File: config.mk
export PLATFORM = sky130hd
export DESIGN_NAME = mux_src_ctrl_flat
export DESIGN_NICKNAME = d
export VERILOG_FILES = /design/src/rtl/mux_src_ctrl_if.sv /design/src/rtl/mux_src_ctrl.sv /design/src/flat_wrapper.sv
export SDC_FILE = /design/constraint.sdc
export NUM_CORES = 1
export LEC_CHECK = 0
export CAP_MARGIN = 20
export CORE_AREA = 2 2 50 52
export CTS_BUF_LIST = sky130_fd_sc_hd__clkbuf_8
export CTS_CLUSTER_SIZE = 8
export DETAILED_ROUTE_END_ITERATION = 8
export DIE_AREA = 0 0 52 54
export GPL_ROUTABILITY_DRIVEN = 0
export SLEW_MARGIN = 20
export SYNTH_ARGS = -nofsm -noshare
export SYNTH_HDL_FRONTEND = slang
export SYNTH_SLANG_ARGS = --single-unit
File: constraint.sdc
create_clock -name clk -period 2.8 [get_ports clk]
set_input_delay 0.56 -clock clk [delete_from_list [all_inputs] [get_ports clk]]
set_output_delay 0.56 -clock clk [all_outputs]
set_load 0.02 [all_outputs]
File: src/rtl/mux_src_ctrl_if.sv
// Operand-write, select-control and mux-facing output bundle for mux_src_ctrl.
// The master side drives writes/mode/switches; the slave side is the controller.
interface mux_src_ctrl_if;
  logic       wr_en;
  logic [1:0] wr_addr;
  logic [1:0] wr_data;
  logic       mode;
  logic [1:0] sel_in;
  logic [1:0] X0;
  logic [1:0] X1;
  logic [1:0] X2;
  logic [1:0] X3;
  logic [1:0] Y;
  logic       y_step;

  modport master (
    output wr_en, wr_addr, wr_data, mode, sel_in,
    input  X0, X1, X2, X3, Y, y_step
  );

  modport slave (
    input  wr_en, wr_addr, wr_data, mode, sel_in,
    output X0, X1, X2, X3, Y, y_step
  );
endinterface

File: src/rtl/mux_src_ctrl.sv
// Operand register file and select source (debounced manual or auto-scan)
// for the downstream 4-to-1 2-bit mux; every output is registered.
module mux_src_ctrl #(
  parameter int unsigned SCAN_DIV  = 4,
  parameter int unsigned DB_CYCLES = 3
) (
  input logic           clk,
  input logic           rst,
  mux_src_ctrl_if.slave bus
);

  localparam int unsigned   CW       = $clog2(DB_CYCLES + 1);
  localparam int unsigned   DW       = (SCAN_DIV > 1) ? $clog2(SCAN_DIV) : 1;
  localparam logic [CW-1:0] CNT_MAX  = CW'(DB_CYCLES);
  localparam logic [CW-1:0] CNT_LAST = CW'(DB_CYCLES - 1);
  localparam logic [DW-1:0] DIV_LAST = DW'(SCAN_DIV - 1);

  typedef enum logic {
    ST_MANUAL = 1'b0,
    ST_SCAN   = 1'b1
  } state_t;

  state_t        r_state;
  state_t        w_state_next;

  logic [1:0]    r_x [4];

  logic [1:0]    r_cand;
  logic [CW-1:0] r_cnt;
  logic [1:0]    r_sel_stable;

  logic [DW-1:0] r_div;
  logic [DW-1:0] w_div_next;
  logic [1:0]    r_y;
  logic [1:0]    w_y_next;
  logic          r_y_step;

  // Operand file: independent of mode and select logic.
  always_ff @(posedge clk or posedge rst) begin
    if (rst) begin
      for (int unsigned i = 0; i < 4; i++) begin
        r_x[i] <= '0;
      end
    end else if (bus.wr_en) begin
      r_x[bus.wr_addr] <= bus.wr_data;
    end
  end

  // Debouncer: a value is accepted once it has been sampled DB_CYCLES+1 times
  // in a row; the counter then saturates so the accept happens only once.
  always_ff @(posedge clk or posedge rst) begin
    if (rst) begin
      r_cand       <= '0;
      r_cnt        <= '0;
      r_sel_stable <= '0;
    end else if (bus.sel_in != r_cand) begin
      r_cand <= bus.sel_in;
      r_cnt  <= '0;
    end else if (r_cnt < CNT_MAX) begin
      r_cnt <= r_cnt + CW'(1);
      if (r_cnt == CNT_LAST) begin
        r_sel_stable <= r_cand;
      end
    end
  end

  always_ff @(posedge clk or posedge rst) begin
    if (rst) begin
      r_state <= ST_MANUAL;
    end else begin
      r_state <= w_state_next;
    end
  end

  always_comb begin
    w_state_next = r_state;
    unique case (r_state)
      ST_MANUAL: if (bus.mode)  w_state_next = ST_SCAN;
      ST_SCAN:   if (!bus.mode) w_state_next = ST_MANUAL;
      default:   w_state_next = ST_MANUAL;
    endcase
  end

  // Mode transitions hold Y for one edge; the exit also overrides a
  // coincident terminal count.
  always_comb begin
    w_y_next   = r_y;
    w_div_next = '0;
    unique case (r_state)
      ST_MANUAL: begin
        if (!bus.mode) begin
          w_y_next = r_sel_stable;
        end
      end
      ST_SCAN: begin
        if (bus.mode) begin
          if (r_div == DIV_LAST) begin
            w_y_next = r_y + 2'd1;
          end else begin
            w_div_next = r_div + DW'(1);
          end
        end
      end
      default: begin
        w_y_next   = r_y;
        w_div_next = '0;
      end
    endcase
  end

  always_ff @(posedge clk or posedge rst) begin
    if (rst) begin
      r_div    <= '0;
      r_y      <= '0;
      r_y_step <= 1'b0;
    end else begin
      r_div    <= w_div_next;
      r_y      <= w_y_next;
      r_y_step <= (w_y_next != r_y);
    end
  end

  assign bus.X0     = r_x[0];
  assign bus.X1     = r_x[1];
  assign bus.X2     = r_x[2];
  assign bus.X3     = r_x[3];
  assign bus.Y      = r_y;
  assign bus.y_step = r_y_step;

endmodule

File: src/flat_wrapper.sv
// flat-port wrapper written by rule: the top's interface ports become plain ports
module mux_src_ctrl_flat 
#(
  parameter int unsigned SCAN_DIV  = 4,
  parameter int unsigned DB_CYCLES = 3
)
  (clk, rst, bus_wr_en, bus_wr_addr, bus_wr_data, bus_mode, bus_sel_in, bus_X0, bus_X1, bus_X2, bus_X3, bus_Y, bus_y_step);
  mux_src_ctrl_if bus_i ();
  input logic clk;
  input logic rst;
  input wire logic [$bits(bus_i.wr_en)-1:0] bus_wr_en;
  input wire logic [$bits(bus_i.wr_addr)-1:0] bus_wr_addr;
  input wire logic [$bits(bus_i.wr_data)-1:0] bus_wr_data;
  input wire logic [$bits(bus_i.mode)-1:0] bus_mode;
  input wire logic [$bits(bus_i.sel_in)-1:0] bus_sel_in;
  output wire logic [$bits(bus_i.X0)-1:0] bus_X0;
  output wire logic [$bits(bus_i.X1)-1:0] bus_X1;
  output wire logic [$bits(bus_i.X2)-1:0] bus_X2;
  output wire logic [$bits(bus_i.X3)-1:0] bus_X3;
  output wire logic [$bits(bus_i.Y)-1:0] bus_Y;
  output wire logic [$bits(bus_i.y_step)-1:0] bus_y_step;
  assign bus_i.wr_en = bus_wr_en;
  assign bus_i.wr_addr = bus_wr_addr;
  assign bus_i.wr_data = bus_wr_data;
  assign bus_i.mode = bus_mode;
  assign bus_i.sel_in = bus_sel_in;
  assign bus_X0 = bus_i.X0;
  assign bus_X1 = bus_i.X1;
  assign bus_X2 = bus_i.X2;
  assign bus_X3 = bus_i.X3;
  assign bus_Y = bus_i.Y;
  assign bus_y_step = bus_i.y_step;
  mux_src_ctrl #(.SCAN_DIV(SCAN_DIV), .DB_CYCLES(DB_CYCLES)) u_core (.clk(clk), .rst(rst), .bus(bus_i));
endmodule
---- Yosys cells after proc, flatten, opt, wreduce, memory -nomap -nowiden ----
Index checks and enable logic that the tools add are counted.
W data, S select, Z words.
word-level totals
  register bits after elaboration ......... 20
  input port bits ......................... 10
  output and inout port bits .............. 11
  logic and storage cells ................. 40
operators by class
  $add $sub $neg .......................... 3
  $lt $le $gt $ge ......................... 3
  equal/unequal tests ..................... 4
  mux-type cells .......................... 13
  bitwise logic cells ..................... 3
  reductions and logical operators ........ 3
operators with widths
  kind                   count
  $mux W2                9
  $bwmux W8              1
  $add A2 B1 Y2 const B  3
  $demux W2 S2           1
  $eq A2 B2 Y1 const B   2
  $ne A2 B2 Y1           2
  $pmux W2 S2            1
  $ge A3 B3 Y1 const B   1
  $lt A3 B1 Y1 const B   1
  $not A2 Y3             1
  $reduce_and A3 Y1      1
  $lt A2 B2 Y1 const B   1
  $not A1 Y1             2
  $reduce_bool A2 Y1     1
  $logic_and A1 B1 Y1    1
  $mux W1                1

---- Logic depth before layout (Yosys ltp) ----
Gate-level depths: netlist of run 1.
  depth after elaboration ................. 6
  depth in mapped cells ................... 5
  mapped depth without buffers ............ 5

---- Worst setup path before layout of run 1 ----
Ideal clock, no wire load.
  kind .................................... input port to flip-flop
  from .................................... in bus_wr_addr[0]
  to ...................................... reg u_core.r_x (netlist bit u_core.bus.X0[0])
  setup time .............................. 0.125 ns
  data arrival time ....................... 1.175 ns
  required time ........................... 2.675 ns
  slack ................................... 1.501 ns
  stages .................................. 2
  buffers on the path ..................... 0
  cells stage by stage .................... nor3b_1 -> mux2_2
between the ends
  cells in the longest elaborated chain, start to end .. 6
  elaborated cells between the ends (all ways) .. 7
  classes of those cells .................. order compare (2); mux (3); bitwise (1); reduce/logical (1)
RTL lines
  item                                                                line                source
  from (decl)                                                         flat_wrapper.sv:12  input wire logic [$bits(bus_i.wr_addr)-1:0] bus_wr_addr;
  $not A2 Y3 (implied by the code) (*)                                mux_src_ctrl.sv:45  r_x[bus.wr_addr] <= bus.wr_data;
  $ge A3 B3 Y1 (implied by the code) or $lt A3 B1 Y1 (tied branches)  mux_src_ctrl.sv:45
  $logic_and A1 B1 Y1 (implied by the code)                           mux_src_ctrl.sv:45
  $mux W2 (implied by the code)                                       mux_src_ctrl.sv:45
  $demux W2 S2 (*)                                                    mux_src_ctrl.sv:45
  $bwmux W8 (*)                                                       mux_src_ctrl.sv:45
  to (signal, indexed assignment)                                     mux_src_ctrl.sv:45
  to (decl)                                                           mux_src_ctrl.sv:26  logic [1:0] r_x [4];
Every way passes the cells marked *; elsewhere a longest branch is shown, timed or not.
A chain may end at the register's enable or synchronous reset.

---- Final worst setup path of run 1 ----
  from .................................... reg u_core.r_y[0] (netlist: u_core.bus.Y[0])
  to ...................................... out bus_Y[0]
RTL lines
  item                    line                 source
  from (decl)             mux_src_ctrl.sv:34   logic [1:0] r_y;
  from (signal assigned)  mux_src_ctrl.sv:118  r_y <= w_y_next;
  to (decl)               flat_wrapper.sv:20   output wire logic [$bits(bus_i.Y)-1:0] bus_Y;
No word-level cell between the ends.

==> impl_metrics.ini, run 1 <==
[place]
hpwl_um = 1040
port_buffers = 20

[hold_path]
min_to = u_core.r_div[0]
holdCritStartpoint = u_core.r_div[0]
hold_path_depth = 1
hp-class = reg -> reg

[yosys]
avgSynthCellArea_um2 = 12.8
synth_seq_cells = 20
yosysUniqueCellTypes = 24
postSynthCellCount = 68
ys_seq_area_share_pct = 57.6
ys_warn_count = 0
synth_area_um2 = 868
syn_nets = 81

[timing]
maxSlewViolCount = 0
rsz0062_at_grt = no
hold_viol = 0
slew_headroom_pct = 51.6
fin_tns_setup_ps = 0
fmax_mhz = 534
min_period_ps = 1870
worstMarginPinSlew_ps = 725
finalSetupViolations = 0
fin_crit_sh_pct = 66.9
fin_skew_ps = 4.10

[critical_path]
slowest_delay_ps = 630
r2r_cells = 3
cp_num_buf_inv = 1
crit_path_max_fanout = 5
cp_cell_sequence = clkdlybuf4s50_1
cp_top_family = buffers and inverters
critPathLaunchType = flop
critPathCaptureType = output pin
r2r-start = u_core.r_cnt[0]
crit_type = reg -> out
slowest_stage = clkdlybuf4s50_1
cp.arrival_ps = 1310
worstPathRequired_ps = 2240
timing.rr.end = u_core.r_sel_stable[1]
r2r_setup_slack_ps = 1520

[job]
drv_cap = 0

[power_and_ir_drop]
intPower_w = 0.000558
ir_worst_vdd_v = 0.000305
power.leakage_nw = 0.506
seqPwrFrac_pct = 48.5
power_w = 0.000779
combPwrFrac_pct = 28.5
power.switching_w = 0.000221
p_per_area_mw_per_mm2 = 690
clock_power_share_pct = 23.0
p_sw_share_pct = 28.3

[detailed_routing]
drc_errors = 0
wirelength_um = 1380
vias = 548
vias_per_cell = 4.64
wire_per_inst_um = 11.7
ant_nets = 0
drt-pass1-iter-count = 4
drt_iter0_drc = 10

[clock_network]
cts.sinks = 20
cts_root_buf = clkbuf_8
clkLatencyLatePin_ps = 250
post_cts_buffers = 0
cts_hold_buf = 0
clk_pin_slew_ps = 70
cts_made_buffers = 3
cts_resized = 0
cts_max_path_buffers = 2
cts_tree = yes
htreeDepth = 1

[die]
die_area_mm2 = 0.00281
die_width_um = 52
die_height_um = 54
core_mm2 = 0.00232
start_util_pct = 37.4
num_io_pins = 21
num_rows = 18

[finish]
layout-drive-gt1-share_pct = 14.8
num-nets-final = 103
fillCellCount = 203
antenna_cells = 0
syn2layout_area_growth_pct = 30.0

[grt]
antenna_found_initial = 0
grt_pass1_vias = 517
grt_pass1_wl_um = 2290
grt-ovfl-total = 0
grt_usage_pct = 11.3
grt_max_degree = 21

[outcome]
status = complete, no violations
[synth_stat cells]
cell,count,area share [%]
and3_1,1,0.72
o31ai_1,1,0.86
xnor2_1,2,2.0
a21oi_1,2,1.2
nor2b_1,1,0.72
a21o_1,1,0.86
ha_1,3,4.3
nand3b_1,2,1.7
xor2_1,4,4.0
nor2_1,4,1.7
inv_1,2,0.86
dfrtp_1,20,58
nand3_1,4,2.3
o21ai_0,1,0.58
nor3b_1,1,0.86
dlygate4sd3_1,1,1.2
nand4b_1,1,1.0
buf_2,1,0.58
mux2i_1,1,1.2
mux2_2,10,13
nand2_1,2,0.86
nor3_1,1,0.58
a211oi_1,1,0.86
clkbuf_1,1,0.43
[state kept, by name (all words and copies together) (netlist names)]
signal	flops
u_core.bus.Y	2
u_core.r_sel_stable	2
u_core.bus.X3	2
u_core.bus.X0	2
u_core.r_state	1
u_core.r_div	2
u_core.bus.y_step	1
u_core.r_cnt	2
u_core.bus.X2	2
u_core.bus.X1	2
u_core.r_cand	2
[cell families (layout without fill, tap and decap cells)]
group / after synthesis / after routing / share of synthesized area, %
and+or+nand+nor: 17 / 17 / 10.5
adders and majority gates: 3 / 3 / 4.32
muxes: 11 / 11 / 14.1
DFF: 20 / 20 / 57.6
buffers and inverters: 5 / 25 / 3.03
AOI/OAI and AO/OA: 6 / 6 / 4.32
xor gates and xnor gates: 6 / 6 / 6.05
[layout by cell type, fill, tap and decap left out]
cell type and instances:
dfrtp_1 20, and3_1 1, clkdlybuf4s50_1 20, nor2b_1 1, nor3_1 1, inv_1 2, o21ai_0 1, nand3b_1 2
nor3b_1 1, nand4b_1 1, xor2_1 4, a211oi_1 1, o31ai_1 1, nand2_1 2, mux2_2 10, clkbuf_8 3
xnor2_1 2, nor2_1 4, mux2i_1 1, a21o_1 1, a21oi_1 2, ha_1 3, nand3_1 4
[how the worst max path moves through the flow]
stage,from,to,slack (ps),depth (start not counted)
floorplan,bus_wr_addr[0],u_core.bus.X0[0],1500,2
global placement,bus_wr_en,u_core.bus.X0[0],950,3
detailed placement,bus_wr_en,u_core.bus.X0[0],920,3
CTS,u_core.bus.Y[0],bus_Y[0],920,1
global route,u_core.bus.Y[0],bus_Y[0],870,1
finish,u_core.bus.Y[0],bus_Y[0],930,1
[power by group through the flow]
stage	Clock [W]	Sequential, W	Combinational, W
after global routing	0.000199	0.000387	0.000241
after CTS	0.000191	0.000379	0.000226
final	0.000179	0.000378	0.000222
after floorplan	0	0.000420	0.0000882
after detailed placement	0	0.000384	0.000225
after global placement	0	0.000382	0.000221
[routing by layer]
metal / track usage, % / routed length (um)
met5: 0 / 0
met3: 2.50 / 43
met4: 6.58 / 10
met1: 15.2 / 670
met2: 16.7 / 651
[through the flow]
stage / area (um^2) / util (%) / instances / setup WS [ps] / hold WS (ps)
finish: 1130 / 48.7 / 118 / 927 / 445
global route: 1130 / 48.7 / 118 / 870 / 476
CTS: 1130 / 48.7 / 118 / 919 / 453
detailed placement: 1090 / 46.9 / 115 / 915 / 443
global placement: 1090 / 46.9 / 115 / 949 / 427
floorplan: 868 / - / 68 / 1500 / 412
[cell type report]
type	count	area [um^2]	area share, %
sequential	20	500	44.3
multi-input combinational	43	342	30.3
timing repair buffer	20	200	17.7
clock buffer	3	41.3	3.66
tap	30	37.5	3.33
inverter	2	7.51	0.665
Note: power is estimated with default switching activity, not from simulation.
==> inputs of run 2 (changes only) <==
--- a/config.mk
+++ b/config.mk
@@ -12,6 +12,7 @@
 export DETAILED_ROUTE_END_ITERATION = 8
 export DIE_AREA = 0 0 52 54
 export GPL_ROUTABILITY_DRIVEN = 0
+export PLACE_DENSITY = 0.67
 export SLEW_MARGIN = 20
 export SYNTH_ARGS = -nofsm -noshare
 export SYNTH_HDL_FRONTEND = slang
==> constraint.sdc (replaced) <==
create_clock -name clk -period 1.7 [get_ports clk]
set_input_delay 0.34 -clock clk [delete_from_list [all_inputs] [get_ports clk]]
set_output_delay 0.34 -clock clk [all_outputs]
set_load 0.02 [all_outputs]
==> run 2 against run 1 <==
Net effect: register-to-register slack worse by 1100 ps; worst hold slack worse by 41 ps; sequential power up 65%; largest power group unchanged; non-clock buffer count up 3; critical endpoint is now bus_Y[1]; sequential share of layout area down 2.0 points; die area unchanged; critical path depth unchanged.
==> impl_metrics.ini, run 2 (synthesis results as in run 1) <==
[outcome]
status = complete, no violations

[die]
die_area_mm2 = 0.00281
start_util_pct = 37.4
core_mm2 = 0.00232
num_rows = 18
die_height_um = 54
die_width_um = 52
num_io_pins = 21

[grt]
grt_max_degree = 21
grt_pass1_wl_um = 2510
grt_pass1_vias = 557
grt-ovfl-total = 0
antenna_found_initial = 0
grt_usage_pct = 12.4

[timing]
min_period_ps = 1650
fin_skew_ps = 2.48
fin_tns_setup_ps = 0
maxSlewViolCount = 0
finalSetupViolations = 0
fin_crit_sh_pct = 97.1
hold_viol = 0
rsz0062_at_grt = no
slew_headroom_pct = 78.8
worstMarginPinSlew_ps = 317
fmax_mhz = 606

[clock_network]
htreeDepth = 1
cts_root_buf = clkbuf_8
cts_max_path_buffers = 2
clk_pin_slew_ps = 70
post_cts_buffers = 0
clkLatencyLatePin_ps = 250
cts_resized = 0
cts_tree = yes
cts_made_buffers = 3
cts.sinks = 20
cts_hold_buf = 0

[detailed_routing]
wirelength_um = 1450
vias = 575
drt_iter0_drc = 6
vias_per_cell = 4.71
wire_per_inst_um = 11.9
drc_errors = 0
drt-pass1-iter-count = 4
ant_nets = 0

[critical_path]
crit_type = reg -> out
slowest_delay_ps = 630
cp_cell_sequence = clkdlybuf4s50_1
cp_top_family = buffers and inverters
worstPathRequired_ps = 1360
crit_path_max_fanout = 4
critPathCaptureType = output pin
critPathLaunchType = flop
r2r_setup_slack_ps = 400
slowest_stage = clkdlybuf4s50_1
cp.arrival_ps = 1310
cp_num_buf_inv = 1

[hold_path]
hp-class = in -> async

[place]
hpwl_um = 1110
port_buffers = 20
place_inst = 118

[job]
drv_cap = 0

[finish]
final_util_pct = 50.9
syn2layout_area_growth_pct = 36.0
antenna_cells = 0
num-nets-final = 106
fillCellCount = 206
final_cell_mix = clkdlybuf4s50_1 (20), dfrtp_1 (20), mux2_2 (10)
instances_no_fill = 122
layout-drive-gt1-share_pct = 18.5

[power_and_ir_drop]
power.leakage_nw = 0.535
p_per_area_mw_per_mm2 = 1240
ir_worst_vdd_v = 0.000598
## run 2: final cells by class
cell class              instances  area [um^2]  area share [%]
flip-flops and latches         20          500            42.4
multi-input cells              43          342            28.9
repair buffers                 23          223            18.9
clock buffers                   3         41.3            3.50
well taps                      30         37.5            3.18
clock inverters                 1         30.0            2.54
inverters                       2         7.51           0.636
## run 2: where the power goes
part	switching (W)	internal, W
combinational	0.000165	0.000207
sequential	0.0000633	0.000560
clock	0.000152	0.000314
total	0.000381	0.00108
## run 2: tightest hold or removal path, delay by kind of cell
family   cells  cell delay, ps
buf+inv      3             700
## run 2: path summary, 6_finish.rpt
| kind | startpoint | to | cells after the start |
|---|---|---|---|
| worst max-delay path | u_core.bus.Y[1] | bus_Y[1] | 1 |
| worst min-delay path | rst | u_core.bus.X2[1] | 3 |
| worst max register to register | u_core.r_cnt[0] | u_core.r_sel_stable[1] | 3 |
| worst min register to register | u_core.r_div[0] | u_core.r_div[0] | 1 |
| max in group asynchronous | rst | u_core.bus.Y[1] | 3 |
| min in group clk | u_core.r_div[0] | u_core.r_div[0] | 1 |
## run 2: routing by layer
metal	vias up	wire [um]	share of wire (%)	GRT usage (%)
met4	0	38	2.6	7.89
met3	4	44	3.0	1.94
met5	-	0	0	0
met1	279	639	44	15.3
met2	10	725	50	20.3
li1	282	-	-	-
## run 2: through the flow
| step | area [um^2] | hold WS (ps) | setup slack [ps] | power, W |
|---|---|---|---|---|
| after floorplan | 868 | 304 | 473 | 0.000837 |
| after CTS | 1180 | 414 | 47.1 | 0.00148 |
| final | 1180 | 404 | 48.7 | 0.00146 |
| after detailed placement | 1110 | 436 | 68.8 | 0.00101 |
| after global placement | 1110 | 427 | 110 | 0.000996 |
| after global routing | 1180 | 454 | 9.80 | 0.00154 |
